**src/rtl/div_pkg.sv**
```systemverilog
// Shared types and constants for the RV32M divider.
// Provides XLEN, the operation and state encodings, special-case constants
// and a small two's-complement magnitude helper.
package div_pkg;

  localparam int XLEN = 32;

  // Number of shift/subtract iterations for one full quotient.
  localparam logic [5:0] ITERS = 6'd32;

  typedef enum logic [1:0] {
    DIV  = 2'b00,
    DIVU = 2'b01,
    REM  = 2'b10,
    REMU = 2'b11
  } div_op_t;

  typedef enum logic [1:0] {
    IDLE = 2'b00,
    CALC = 2'b01,
    DONE = 2'b10
  } div_state_t;

  localparam logic [XLEN-1:0] DIV_BY_ZERO_Q = 32'hFFFF_FFFF;
  localparam logic [XLEN-1:0] INT_MIN       = 32'h8000_0000;

  // Conditional two's-complement negate; used both for taking magnitudes
  // and for restoring the sign of the result.
  function automatic logic [XLEN-1:0] neg_if(input logic [XLEN-1:0] v, input logic neg);
    return neg ? -v : v;
  endfunction

endpackage

```
**src/rtl/divu_iter.sv**
```systemverilog
// Unsigned radix-2 restoring divider datapath, one quotient bit per step.
// Ports: load/dividend/divisor start a new division; step advances one
// iteration; quo/rem are the running results; last is high once all 32 steps are done.
module divu_iter
  import div_pkg::*;
(
  input  logic            clk,
  input  logic            reset,
  input  logic            load,
  input  logic            step,
  input  logic [XLEN-1:0] dividend,
  input  logic [XLEN-1:0] divisor,
  output logic [XLEN-1:0] quo,
  output logic [XLEN-1:0] rem,
  output logic            last
);

  logic [XLEN-1:0] dvsr;
  logic [5:0]      cnt;
  logic [XLEN:0]   shifted;
  logic [XLEN:0]   trial;

  // The shifted remainder needs 33 bits: rem < divisor < 2^32, so 2*rem+1
  // can exceed 32 bits. A clear trial MSB means the subtraction fits.
  assign shifted = {rem, quo[XLEN-1]};
  assign trial   = shifted - {1'b0, dvsr};
  assign last    = (cnt == ITERS);

  always_ff @(posedge clk) begin
    if (!reset) begin
      rem  <= '0;
      quo  <= '0;
      dvsr <= '0;
      cnt  <= '0;
    end else if (load) begin
      rem  <= '0;
      quo  <= dividend;
      dvsr <= divisor;
      cnt  <= '0;
    end else if (step) begin
      if (!trial[XLEN]) begin
        rem <= trial[XLEN-1:0];
        quo <= {quo[XLEN-2:0], 1'b1};
      end else begin
        rem <= shifted[XLEN-1:0];
        quo <= {quo[XLEN-2:0], 1'b0};
      end
      cnt <= cnt + 6'd1;
    end
  end

endmodule

```
**src/rtl/div_unit.sv**
```systemverilog
// RV32M DIV/DIVU/REM/REMU unit: FSM, sign handling, special cases, write-back.
// Ports: start/op/dividend/divisor/rd request an operation in IDLE; busy stalls
// the core; done/we pulse one cycle with result/waddr toward the register file.
module div_unit
  import div_pkg::*;
(
  input  logic            clk,
  input  logic            reset,
  input  logic            start,
  input  logic [1:0]      op,
  input  logic [XLEN-1:0] dividend,
  input  logic [XLEN-1:0] divisor,
  input  logic [4:0]      rd,
  output logic            busy,
  output logic            done,
  output logic            we,
  output logic [XLEN-1:0] result,
  output logic [4:0]      waddr
);

  div_state_t      state, state_nxt;
  div_op_t         op_e;
  logic            accept, is_signed, is_rem;
  logic            a_neg, b_neg, div_zero, overflow, special;
  logic [XLEN-1:0] a_mag, b_mag, special_res;

  logic            is_rem_q, neg_quo_q, neg_rem_q;
  logic [4:0]      rd_q;

  logic [XLEN-1:0] quo, rem;
  logic            last, load, step;

  assign op_e      = div_op_t'(op);
  assign is_signed = (op_e == DIV) || (op_e == REM);
  assign is_rem    = (op_e == REM) || (op_e == REMU);
  assign a_neg     = is_signed && dividend[XLEN-1];
  assign b_neg     = is_signed && divisor[XLEN-1];
  assign a_mag     = neg_if(dividend, a_neg);
  assign b_mag     = neg_if(divisor, b_neg);

  // Cases the iteration would get wrong (or that RV32M defines explicitly)
  // are answered directly at the accept edge.
  assign div_zero    = (divisor == '0);
  assign overflow    = is_signed && (dividend == INT_MIN) && (divisor == '1);
  assign special     = div_zero || overflow;
  assign special_res = div_zero ? (is_rem ? dividend : DIV_BY_ZERO_Q)
                                : (is_rem ? '0 : INT_MIN);

  assign accept = (state == IDLE) && start;
  assign load   = accept && !special;
  assign step   = (state == CALC) && !last;

  always_comb begin
    state_nxt = state;
    case (state)
      IDLE:    if (start) state_nxt = special ? DONE : CALC;
      CALC:    if (last)  state_nxt = DONE;
      DONE:    state_nxt = IDLE;
      default: state_nxt = IDLE;
    endcase
  end

  always_ff @(posedge clk) begin
    if (!reset) begin
      state     <= IDLE;
      result    <= '0;
      waddr     <= '0;
      rd_q      <= '0;
      is_rem_q  <= 1'b0;
      neg_quo_q <= 1'b0;
      neg_rem_q <= 1'b0;
    end else begin
      state <= state_nxt;
      if (accept) begin
        rd_q      <= rd;
        is_rem_q  <= is_rem;
        neg_quo_q <= a_neg ^ b_neg;
        neg_rem_q <= a_neg;
        if (special) begin
          result <= special_res;
          waddr  <= rd;
        end
      end
      // Results update only on DONE entry so they hold between operations.
      if ((state == CALC) && last) begin
        result <= is_rem_q ? neg_if(rem, neg_rem_q) : neg_if(quo, neg_quo_q);
        waddr  <= rd_q;
      end
    end
  end

  assign busy = (state != IDLE);
  assign done = (state == DONE);
  assign we   = done;

  divu_iter u_iter (
    .clk      (clk),
    .reset    (reset),
    .load     (load),
    .step     (step),
    .dividend (a_mag),
    .divisor  (b_mag),
    .quo      (quo),
    .rem      (rem),
    .last     (last)
  );

endmodule

```
**config.mk**
```make
export PLATFORM = sky130hd
export DESIGN_NAME = div_unit
export DESIGN_NICKNAME = d
export VERILOG_FILES = /design/src/rtl/div_pkg.sv /design/src/rtl/divu_iter.sv /design/src/rtl/div_unit.sv
export SDC_FILE = /design/constraint.sdc
export NUM_CORES = 1
export LEC_CHECK = 0
export BUFFER_PORTS_ARGS = -buffer_cell sky130_fd_sc_hd__buf_2
export CORE_MARGIN = 3
export CORE_UTILIZATION = 65
export CTS_BUF_LIST = sky130_fd_sc_hd__clkbuf_8
export CTS_CLUSTER_DIAMETER = 200
export DETAILED_ROUTE_END_ITERATION = 8
export PLACE_DENSITY_LB_ADDON = 0.15
export SLEW_MARGIN = 10
export SYNTH_ARGS = -nofsm -noshare
export SYNTH_HDL_FRONTEND = slang
export SYNTH_SLANG_ARGS = --single-unit
```
**constraint.sdc**
```tcl
create_clock -name clk -period 4.5 [get_ports clk]
set_input_delay 0.225 -clock clk [delete_from_list [all_inputs] [get_ports clk]]
set_output_delay 0.225 -clock clk [all_outputs]
set_load 0.1 [all_outputs]
```
### Yosys cells after proc, flatten, opt, wreduce, memory -nomap -nowiden

Cells that the tools add are included.

| operators by class | value |
|---|---|
| reduce and logical (&&, ||, !) cells | 23 |
| eq/ne operators | 9 |
| bitwise operators | 2 |
| muxes and demuxes | 22 |
| add/subtract/negate cells | 6 |

Operators by type and width:

| kind | number |
|---|---|
| $mux 32 | 14 |
| $neg 32->32 | 4 |
| $eq 32x32->1 const B | 2 |
| $sub 33x32->33 | 1 |
| $logic_not 32->1 | 1 |
| $mux 5 | 3 |
| $logic_and 1x1->1 | 8 |
| $reduce_bool 2->1 | 4 |
| $add 6x1->6 const B | 1 |
| $eq 2x2->1 const B | 3 |
| $eq 6x6->1 const B | 1 |
| $mux 2 | 3 |
| $logic_not 2->1 | 2 |
| $ne 2x2->1 const B | 2 |
| $pmux 2 s2 | 1 |
| $reduce_and 2->1 | 2 |
| $logic_or 1x1->1 | 3 |
| $eq 2x1->1 const B | 1 |
| $logic_not 1->1 | 2 |
| $reduce_or 2->1 | 1 |
| $mux 1 | 1 |
| $not 1->1 | 1 |
| $xor 1x1->1 | 1 |

| word-level totals | value |
|---|---|
| input bits | 74 |
| register bits after elaboration | 149 |

### Logic depth before layout (Yosys ltp)

Gate-level depths: netlist of the first run.

| depth | value |
|---|---|
| depth after elaboration | 8 |
| depth in mapped cells | 13 |

### By module

Synthesis of the first run repeated with hierarchy kept, for this count alone.

| unflattened totals | value |
|---|---|
| cell total of the unflattened synthesis | 1457 |
| area, all modules | 11403.4 um^2 |

By module, submodules not included:

| module | area each (um^2) | cells an instance | times used |
|---|---|---|---|
| divu_iter | 6244.7 | 749 | 1 |
| div_unit | 5158.7 | 708 | 1 |

### Least setup slack after synthesis of the first run

No wires, ideal clock.

| path | value |
|---|---|
| path kind | register to register |
| start point | reg u_iter.quo[31] |
| end point | reg u_iter.rem[10] |
| period minus slack after synthesis | 3.105 ns |
| arrival time | 2.972 ns |
| setup slack | 1.395 ns |
| cell stages (with the launch flop) | 14 |
| library setup time | 0.132 ns |
| cells stage by stage | dfxtp_1 -> inv_1 -> ha_1 -> fa_1 -> nand2b_1 -> a21o_1 -> a32oi_1 -> a211oi_1 -> o211a_1 -> o21ai_1 -> xor2_1 -> buf_2 -> mux2i_1 -> a21oi_1 |

| on the way | value |
|---|---|
| longest elaborated chain between the ends | 2 |

RTL lines:

| item | RTL line | source |
|---|---|---|
| from (decl) | divu_iter.sv:13 | `output logic [XLEN-1:0] quo,` |
| from (signal assigned) | divu_iter.sv:37 | `quo <= dividend;` |
| from (signal assigned) | divu_iter.sv:43 | `quo <= {quo[XLEN-2:0], 1'b1};` |
| from (signal assigned) | divu_iter.sv:46 | `quo <= {quo[XLEN-2:0], 1'b0};` |
| $sub 33x32->33 | divu_iter.sv:26 | `assign trial = shifted - {1'b0, dvsr};` |
| $mux 32 | divu_iter.sv:41 | `if (!trial[XLEN]) begin` |
| to (signal assigned) | divu_iter.sv:42 | `rem <= trial[XLEN-1:0];` |
| to (signal assigned) | divu_iter.sv:45 | `rem <= shifted[XLEN-1:0];` |
| to (decl) | divu_iter.sv:14 | `output logic [XLEN-1:0] rem,` |

Every way passes these cells.
A chain may end at the register's enable or synchronous reset.

### Worst setup path in the final report of the first run

| path | value |
|---|---|
| start point | reg u_iter.quo[31] |
| end point | reg u_iter.rem[14] |

Same word-level chain as after synthesis.

==> results of run 1 <==
tightest hold or removal path, stage by stage:
cell and delay (ns):
buf_2 0.14, nand2_1 0.06, a21oi_1 0.05
power breakdown:
group	switching (mW)	leakage [nW]	internal [mW]
clock network	0.560	0.204	0.542
logic	0.812	3.35	0.536
registers	0.114	1.22	1.39
total	1.49	4.77	2.47
stage by stage:
| step | total power [mW] | hold slack [ns] | utilization, % | std cells | setup slack, ns |
|---|---|---|---|---|---|
| 2_1_floorplan | 2.49 | 0.361 | - | 1433 | 1.40 |
| 3_3_place_gp | 2.81 | 0.435 | 71.1 | 1693 | 0.966 |
| 3_5_place_dp | 2.84 | 0.441 | 71.1 | 1693 | 0.841 |
| 4_1_cts | 3.92 | 0.0383 | 73.9 | 1730 | 0.749 |
| 5_1_grt | 4.15 | 0.0765 | 73.9 | 1730 | 0.456 |
| 6_report | 3.96 | 0.0548 | 73.9 | 1730 | 0.709 |
layout make-up:
cell class              count  share of cell area (%)
well taps                 216                    2.27
clock inverters            15                    1.40
clock buffers              17                    1.96
inverters                  59                    1.86
repair buffers            136                    6.30
multi-input cells        1138                    61.2
flip-flops and latches    149                    25.0
what timing repair did:
item	4_1_cts	5_1_grt
gates resized for setup	0	0
hold endpoints to repair	5	0
hold buffers	5	0
logic make-up (layout without fill, tap and decap cells):
kind of cell,after synthesis,in the layout
AO/OA/AOI/OAI,460,460
XOR/XNOR,153,153
adder cells (fa/ha/maj),40,40
buffers and inverters,146,227
flip-flops,149,149
multiplexers,29,29
AND/OR/NAND/NOR,456,456
worst paths after layout:
| kind | startpoint | to | depth (start not counted) |
|---|---|---|---|
| setup / recovery | u_iter.quo[31]$_SDFFE_PN0P_ | u_iter.rem[14]$_SDFFE_PP0P_ | 13 |
| hold / removal | op[1] | is_rem_q$_SDFFE_PN0P_ | 3 |
| setup reg to reg | u_iter.quo[31]$_SDFFE_PN0P_ | u_iter.rem[14]$_SDFFE_PP0P_ | 13 |
| hold reg to reg | result[28]$_SDFFE_PN0P_ | result[28]$_SDFFE_PN0P_ | 1 |
cells in the mapped netlist, types with 4 or more instances:
cell type	number	area, um2
or4_1	21	158
nand3_1	24	120
nor4_1	12	75.1
buf_2	8	40.0
and3_1	6	37.5
o22ai_1	5	31.3
a31oi_1	14	87.6
nor3_1	34	170
buf_1	5	18.8
or3_1	14	87.6
o31ai_1	22	165
xor2_1	72	631
nand4_1	24	150
a21oi_1	139	696
buf_4	5	37.5
nand2_1	141	529
nand2b_1	18	113
o211ai_1	11	82.6
o21ai_0	108	541
mux2i_1	28	280
a22o_1	4	35.0
inv_1	58	218
dfxtp_1	149	2980
a211oi_1	54	405
clkbuf_1	68	255
o21a_1	4	30.0
a21boi_0	5	37.5
o41ai_1	10	87.6
o31a_1	5	43.8
and2_1	10	62.6
o21ai_1	8	40.0
nor2_1	122	458
ha_1	39	488
a22oi_1	29	218
xnor2_1	81	709
nor2b_1	7	43.8
a221oi_1	6	52.6
a21o_1	8	60.1
flip-flops by register name (all words and copies together), names as in the netlist:
name and flops:
result 32, waddr 5, is_rem_q 1, u_iter.quo 32
u_iter.dvsr 32, neg_quo_q 1, rd_q 5, neg_rem_q 1
state 2, u_iter.rem 32, u_iter.cnt 6
per-layer routing:
metal	wire, um	vias to the layer above	share of wire (%)	global-route usage, %
met5	0	-	0	0
met4	1150	0	3.5	13.8
met3	3660	101	11	7.27
met2	14100	667	42	52.5
met1	14200	5227	43	52.5
li1	-	5322	-	-
==> flow_summary_export.csv, run 1 <==
group,metric,value,unit
worst_setup_path,cp_cell_sequence,"inv_1 > ha_1 > fa_1 > nand2b_1 > a21o_1 > a32oi_1 > a211oi_1 > o211a_1 > o21ai_1 > xor2_4 > buf_4 > mux2i_1 > a21oi_1",
die,pin_count,114,
die,row_count,46,
route,drt_iter0_drc,1310,
worst_setup_path,path_class,"reg -> reg",
cts,clk_latency,0.48,ns
synth,synth-xor-area-share,12.4,%
sta,max-slew-margin-rel,35.2,%
sta,rsz0062_at_grt,"no",
synth,postSynth.asyncResetShare,0,%
sta,hold_viol_final,0,
pwr,peakVddDrop,0.215,mV
synth,synth_edf_count,0,
sta,period_share,84.2,%
synth,synthCells,1433,
layout,fill_cells,1359,
sta,worstMarginPinSlew,0.960,ns
route,viasPerCell,6.54,
die,die_w,135,um
cts,cts_setup_buffers,0,
sta,setup_viol,0,
die,dieArea,18200,um2
placement,placed_area,11500,um2
global_route,antenna_found_initial,0,
pwr,p_leak,4.77,nW
cts,clockBufferDepth,2,
min_path,hold_path_class,"in -> reg",
placement,gp_congestion,0.997,
global_route,grt_pass1_vias,10100,
job,maxCapViolCount,0,
die,fp.dieH,135,um
cts,h-tree-depth,4,
cts,clkSinkCount,149,
worst_setup_path,start_kind,"flip-flop",
route,wl_per_cell,19.1,um
layout,final_cell_mix,"dfxtp_1, nand2_1, a21oi_1, nor2_1, buf_2",
placement,numPortBuffers,113,
worst_setup_path,crit_path_top_delay_cell,"buf_4",
pwr,power_density,332,nW/um2
synth,synth_top_family_by_area,"compound AO/OA/AOI/OAI gates",
global_route,grt-ovfl-total,0,
placement,hpwl,24.2,mm
synth,synth_seq_cells,149,
synth,synthMuxAreaShare,2.69,%
cts,clk_pin_slew,0.09,ns
worst_setup_path,critPathCaptureType,"flip-flop",
sta,timing.fmax,264,MHz
route,wl,33.1,mm
route,drtAntennaViolNets,0,
layout,fin_nets,1615,
layout,final_common_cell,"dfxtp_1",
layout,seq_area,2980,um2
worst_setup_path,cp.required,4.85,ns
worst_setup_path,critPathTopFamily,"compound AO/OA/AOI/OAI gates",
cts,numCtsBuffers,17,
layout,multi_input_area,7290,um2
synth,synth-simple-area-share,20.7,%
route,drc,0,
layout,stdcell_area,11900,um2
worst_setup_path,cp_num_buf_inv,2,
sta,drv_slew,0,
layout,drive_gt1_share,12.2,%
layout,diodes,0,
worst_setup_path,cp.arrival,4.14,ns
cts,ctsRootBufferMaster,"clkbuf_8",
global_route,grt_pass1_wl,53.0,mm
worst_setup_path,reg2reg_slack,0.71,ns
synth,ys_seq_area_share,27.6,%
global_route,grt_max_degree,79,
synth,synthAdderAreaFrac,4.69,%
synth,synth_area,10800,um2
synth,synth_area_per_cell,7.55,um2
layout,synthToLayoutAreaGrowth,10.1,%
worst_setup_path,cpPeakStageDelay,0.42,ns
synth,synth_cell_types,76,
sta,finalSetupTns,0,ns
synth,synth_fp_nets,1547,
route,vias,11300,
synth,yosysWarnings,0,
synth,synth-compound-area-share,26.6,%
cts,cts_tree,"done",
die,initial_core_util,67.2,%
synth,ys.flop_type,"dfxtp_1",
route,drt_pass1_iterations,6,
sta,fin_skew,0.0146,ns
status,status,"finished clean",
global_route,grt_util_all_layers,36.0,%
worst_setup_path,path_max_fanout,24,
die,core_area,16100,um2
sta,period_minus_slack,3.79,ns
(Power assumes the default switching activity.)
==> run 2, diff against run 1 <==
--- a/config.mk
+++ b/config.mk
@@ -7,7 +7,7 @@
 export LEC_CHECK = 0
 export BUFFER_PORTS_ARGS = -buffer_cell sky130_fd_sc_hd__buf_2
 export CORE_MARGIN = 3
-export CORE_UTILIZATION = 65
+export CORE_UTILIZATION = 62
 export CTS_BUF_LIST = sky130_fd_sc_hd__clkbuf_8
 export CTS_CLUSTER_DIAMETER = 200
 export DETAILED_ROUTE_END_ITERATION = 8
==> constraint.sdc (replaced) <==
create_clock -name clk -period 3.5 [get_ports clk]
set_input_delay 0.175 -clock clk [delete_from_list [all_inputs] [get_ports clk]]
set_output_delay 0.175 -clock clk [all_outputs]
set_load 0.1 [all_outputs]
==> flow_summary_export.csv, run 2 (synthesis gave the netlist of run 1 again) <==
group,metric,value,unit
placement,placed_area,11700,um2
route,drtAntennaViolNets,0,
min_path,min-delay-start,"divisor[1]",
sta,worstMarginPinSlew,0.949,ns
layout,final_core_utilization,72.3,%
cts,clkSinkCount,149,
worst_setup_path,reg2reg_from,"u_iter.quo[31]$_SDFFE_PN0P_",
worst_setup_path,cpPeakStageDelay,0.41,ns
global_route,antenna_found_initial,0,
layout,seq_area,2980,um2
layout,diodes,0,
cts,cts_setup_buffers,0,
die,core_area,16800,um2
sta,max-slew-margin-rel,36.4,%
global_route,grt_util_all_layers,33.8,%
cts,clk_pin_slew,0.09,ns
pwr,power_density,428,nW/um2
sta,rsz0062_at_grt,"no",
cts,h-tree-depth,4,
worst_setup_path,cp.arrival,3.66,ns
layout,finalNonFillerCells,1759,
global_route,grt_max_degree,76,
layout,multi_input_area,7300,um2
global_route,grt_pass1_vias,10300,
placement,hpwl,24.7,mm
worst_setup_path,cp.required,3.86,ns
placement,post-place-ws,0.200,ns
route,wl_per_cell,19.0,um
status,status,"finished clean",
worst_setup_path,critPathCaptureType,"flip-flop",
route,wl,33.4,mm
pwr,p_switching,2.00,mW
global_route,grt_pass1_wl,53.6,mm
layout,final_cell_mix,"dfxtp_1, nand2_1, a21oi_1, nor2_1, buf_2",
min_path,holdPathStages,3,
placement,numPortBuffers,113,
worst_setup_path,critPathTopFamily,"compound AO/OA/AOI/OAI gates",
sta,drv_slew,0,
worst_setup_path,cp_num_buf_inv,3,
min_path,hold_path_class,"in -> reg",
sta,worst_slack,0.205,ns
route,drt_iter0_drc,1456,
job,maxCapViolCount,0,
global_route,grt-ovfl-total,0,
layout,drive_gt1_share,13.8,%
pwr,swShare,38.4,%
route,viasPerCell,6.51,
worst_setup_path,rr_endpoint,"u_iter.rem[5]$_SDFFE_PP0P_",
placement,placedCellCount,1721,
die,die_w,138,um
sta,hold_viol_final,0,
worst_setup_path,start_kind,"flip-flop",
pwr,clkPwrFrac,27.9,%
cts,numCtsBuffers,17,
route,drt_pass1_iterations,6,
sta,holdWs,0.0125,ns
layout,synthToLayoutAreaGrowth,12.4,%
sta,period_share,94.1,%
layout,final_common_cell,"dfxtp_1",
pwr,power,5.21,mW
pwr,p_comb_share,35.1,%
sta,setup_viol,0,
cts,ctsRootBufferMaster,"clkbuf_8",
placement,gp_congestion,0.925,
layout,stdcell_area,12200,um2
worst_setup_path,reg2reg_slack,0.21,ns
pwr,internal-power,3.21,mW
die,row_count,47,
die,pin_count,114,
worst_setup_path,path_max_fanout,20,
pwr,p_seq_share,37.0,%
sta,fin_skew,0.0116,ns
layout,fin_nets,1640,
pwr,peakVddDrop,0.406,mV
worst_setup_path,cp_cell_sequence,"inv_1 > ha_1 > fa_1 > nand2b_1 > a21o_1 > a32oi_2 > a211oi_1 > o211a_1 > o21ai_1 > buf_4 > xor2_4 > buf_12 > mux2i_1 > a21oi_1",
worst_setup_path,crit_path_top_delay_cell,"fa_1",
cts,clk_latency,0.49,ns
sta,finalSetupTns,0,ns
sta,period_minus_slack,3.29,ns
layout,fill_cells,1419,
worst_setup_path,timing.critical_path.depth,14,
cts,cts_tree,"done",
cts,clockBufferDepth,2,
route,drc,0,
worst_setup_path,path_class,"reg -> reg",
sta,timing.fmax,304,MHz
die,initial_core_util,64.4,%
pwr,p_leak,4.91,nW
die,dieArea,19100,um2
die,fp.dieH,138,um
route,vias,11500,
min_path,hold_end,"u_iter.dvsr[1]$_SDFFE_PN0P_",
worst_setup_path,reg2regPathDepth,14,
## run 2: cell types whose count changed in the layout (fill, tap and decap cells not counted), sizes merged
cell	previous run	this run
dlygate4sd3	5	6
clkinv	2	3
inv	65	68
clkinvlp	4	1
buf	131	155
bufinv	3	2
## run 2: worst register-to-register path, stage by stage, from the launching register on
cell      delay [ns]
dfxtp_1         0.33
inv_1           0.09
ha_1            0.25
fa_1            0.41
nand2b_1        0.19
a21o_1          0.20
a32oi_2         0.23
a211oi_1        0.17
o211a_1         0.26
o21ai_1         0.13
buf_4           0.15
xor2_4          0.19
buf_12          0.20
mux2i_1         0.26
a21oi_1         0.11
## run 2: area by class of cell
| type | instances | share of cell area (%) |
|---|---|---|
| clock buffer | 17 | 1.92 |
| clock inverter | 15 | 1.52 |
| inverter | 59 | 1.82 |
| multi-input combinational | 1138 | 60.0 |
| sequential | 149 | 24.5 |
| tap | 220 | 2.26 |
| timing repair buffer | 161 | 7.97 |
## run 2: power groups by stage
| stage | Clock [mW] | Sequential [mW] | Combinational [mW] |
|---|---|---|---|
| floorplan | 0 | 1.91 | 1.29 |
| global placement | 0 | 1.95 | 1.73 |
| detailed placement | 0 | 1.96 | 1.76 |
| CTS | 1.46 | 1.92 | 1.78 |
| global route | 1.53 | 1.94 | 1.99 |
| finish | 1.45 | 1.93 | 1.83 |
## run 2: per-layer routing
| layer | up-vias | global-route usage (%) | wire (um) |
|---|---|---|---|
| met1 | 5367 | 47.9 | 14400 |
| met5 | - | 0 | 0 |
| met2 | 631 | 52.1 | 14800 |
| met4 | 0 | 12.5 | 1080 |
| li1 | 5368 | - | - |
| met3 | 87 | 5.46 | 3210 |
## run 2: timing repair
item,CTS,global route
hold buffers,6,0
endpoints found under the setup margin,0,10
endpoints found under the hold margin,6,0
gates resized for setup,0,2
## run 2: worst max-delay path by stage
stage | slack (ns) | endpoint | start
after floorplan | 0.40 | u_iter.rem[10]$_SDFFE_PP0P_ | u_iter.quo[31]$_SDFFE_PN0P_
after global placement | 0.36 | u_iter.rem[18]$_SDFFE_PP0P_ | u_iter.quo[31]$_SDFFE_PN0P_
after detailed placement | 0.20 | u_iter.rem[23]$_SDFFE_PP0P_ | u_iter.quo[31]$_SDFFE_PN0P_
after CTS | 0.14 | u_iter.rem[23]$_SDFFE_PP0P_ | u_iter.quo[31]$_SDFFE_PN0P_
after global routing | 0.01 | u_iter.rem[5]$_SDFFE_PP0P_ | u_iter.quo[31]$_SDFFE_PN0P_
final | 0.21 | u_iter.rem[5]$_SDFFE_PP0P_ | u_iter.quo[31]$_SDFFE_PN0P_
==> run 3, diff against run 2 <==
--- a/config.mk
+++ b/config.mk
@@ -7,7 +7,7 @@
 export LEC_CHECK = 0
 export BUFFER_PORTS_ARGS = -buffer_cell sky130_fd_sc_hd__buf_2
 export CORE_MARGIN = 3
-export CORE_UTILIZATION = 62
+export CORE_UTILIZATION = 56
 export CTS_BUF_LIST = sky130_fd_sc_hd__clkbuf_8
 export CTS_CLUSTER_DIAMETER = 200
 export DETAILED_ROUTE_END_ITERATION = 8
==> constraint.sdc (replaced) <==
create_clock -name clk -period 2.9 [get_ports clk]
set_input_delay 0.145 -clock clk [delete_from_list [all_inputs] [get_ports clk]]
set_output_delay 0.145 -clock clk [all_outputs]
set_load 0.1 [all_outputs]
==> flow_summary_export.csv, run 3 (synthesis gave the netlist of run 1 again) <==
group,metric,value,unit
sta,finalSetupTns,-1.12,ns
global_route,grt_max_degree,75,
cts,clkSinkCount,149,
worst_setup_path,path_class,"reg -> reg",
sta,period_share,103,%
route,wl_per_cell,18.4,um
cts,clockBufferDepth,2,
sta,period_minus_slack,3.00,ns
cts,h-tree-depth,4,
pwr,internal-power,4.13,mW
route,met1Wirelength,15.5,mm
route,drt_pass1_iterations,6,
global_route,grt_util_all_layers,31.8,%
worst_setup_path,reg2reg_from,"u_iter.quo[31]$_SDFFE_PN0P_",
pwr,p_comb_share,40.1,%
sta,holdWs,0.0176,ns
sta,timing.fmax,334,MHz
cts,clk_latency,0.46,ns
layout,fin_nets,1732,
global_route,grt_pass1_wl,55.3,mm
min_path,min-delay-start,"divisor[1]",
worst_setup_path,cp.arrival,3.32,ns
worst_setup_path,cp.required,3.22,ns
status,status,"finished with violations",
cts,ctsRootBufferMaster,"clkbuf_8",
placement,gp_congestion,0.971,
pwr,swShare,37.5,%
global_route,grt_pass1_vias,10700,
route,wl_met3,3.05,mm
cts,numCtsBuffers,17,
layout,synthToLayoutAreaGrowth,21.1,%
worst_setup_path,critPathCaptureType,"flip-flop",
min_path,hold_path_class,"in -> reg",
die,row_count,50,
sta,fin_skew,0.0126,ns
route,vias,11600,
route,highest_layer,"met4",
sta,max-slew-margin-rel,42.8,%
sta,worstMarginPinSlew,0.856,ns
cts,cts_tree,"done",
route,drtAntennaViolNets,0,
placement,numPortBuffers,113,
sta,rsz0062_at_grt,"yes",
route,route.met2.wl,15.3,mm
global_route,antenna_found_initial,0,
route,viasPerCell,6.12,
layout,stdcell_area,13100,um2
pwr,p_switching,2.48,mW
layout,drive_gt1_share,20.1,%
layout,final_cell_mix,"dfxtp_1, nand2_1, a21oi_1, nor2_1, buf_4",
sta,worst_slack,-0.0970,ns
worst_setup_path,timing.critical_path.from,"u_iter.quo[31]$_SDFFE_PN0P_",
sta,setup_viol,22,
route,drc,0,
worst_setup_path,path_max_fanout,8,
layout,final_common_cell,"dfxtp_1",
pwr,clkPwrFrac,25.3,%
route,wl,34.8,mm
die,pin_count,114,
worst_setup_path,start_kind,"flip-flop",
route,drt_iter0_drc,1133,
global_route,grt-ovfl-total,0,
sta,drv_slew,0,
status,violations,"negative setup slack",
sta,hold_viol_final,0,
cts,clk_pin_slew,0.09,ns
layout,fill_cells,1606,
pwr,peakVddDrop,0.360,mV
placement,hpwl,26.0,mm
die,initial_core_util,57.5,%
pwr,p_leak,5.42,nW
die,die_w,145,um
layout,diodes,0,
pwr,p_seq_share,34.6,%
die,fp.dieH,145,um
job,maxCapViolCount,0,
die,core_area,18800,um2
placement,placed_area,12400,um2
die,dieArea,21000,um2
pwr,power_density,504,nW/um2
## run 3: cell types whose count changed in the layout (fill, tap and decap cells not counted), sizes merged
| cell | before | now |
|---|---|---|
| buf | 155 | 247 |
| inv | 68 | 66 |
| clkinv | 3 | 4 |
| clkinvlp | 1 | 2 |
## run 3: critical path, cell delays in order, from the launching register on
cell and delay, ns:
dfxtp_2 0.34, inv_2 0.05, ha_4 0.16, fa_2 0.34
nand2b_4 0.15, a21o_1 0.18, a32oi_2 0.23, a211oi_2 0.14
o211a_1 0.27, o21ai_4 0.22, xor2_4 0.22, buf_12 0.15
buf_12 0.13, mux2i_2 0.21, a211oi_2 0.09
## run 3: area by class of cell
cell class                      count  area, um2  share of cell area (%)
Multi-Input combinational cell   1138       7420                    56.6
Sequential cell                   149       2990                    22.8
Timing Repair Buffer              253       1770                    13.5
Tap cell                          260        325                    2.48
Clock buffer                       17        234                    1.78
Inverter                           59        221                    1.69
Clock inverter                     15        156                    1.19
## run 3: path summary, 6_finish.rpt
path                                       to  slack [ns]  depth (start not counted)
setup / recovery  u_iter.rem[19]$_SDFFE_PP0P_        -0.1                         14
hold / removal    u_iter.dvsr[1]$_SDFFE_PN0P_        0.02                          3
setup reg to reg  u_iter.rem[19]$_SDFFE_PP0P_        -0.1                         14
hold reg to reg        result[4]$_SDFFE_PN0P_        0.45                          2
## run 3: through the flow
| stage | instances | util, % | power [mW] | worst slack [ns] |
|---|---|---|---|---|
| after floorplan | 1433 | - | 3.90 | 0.000125 |
| after global placement | 1840 | 66.0 | 4.68 | -0.0443 |
| after detailed placement | 1840 | 66.0 | 4.71 | -0.138 |
| after CTS | 1886 | 69.1 | 6.50 | -0.0332 |
| after global routing | 1891 | 69.6 | 6.93 | -0.205 |
| final | 1891 | 69.6 | 6.60 | -0.0970 |
## run 3: repair_timing
item	4_1_cts	5_1_grt
hold buffers	6	0
endpoints found under the setup margin	32	39
gates cloned	1	0
buffers inserted	7	6
pin swaps	12	17
resized for setup	11	20
hold endpoints to repair	6	0
## run 3: layer usage
| metal | global-route usage (%) | up-vias |
|---|---|---|
| met5 | 0 | - |
| met4 | 9.64 | 0 |
| met3 | 6.37 | 78 |
| met2 | 49.4 | 553 |
| met1 | 44.7 | 5377 |
| li1 | - | 5569 |
## run 3: power by group through the flow
stage                     logic, mW  registers, mW  clock network (mW)
after CTS                      2.55           2.28                1.68
after detailed placement       2.38           2.32                   0
final                          2.65           2.28                1.67
after floorplan                1.59           2.31                   0
after global placement         2.36           2.32                   0
after global routing           2.87           2.30                1.76
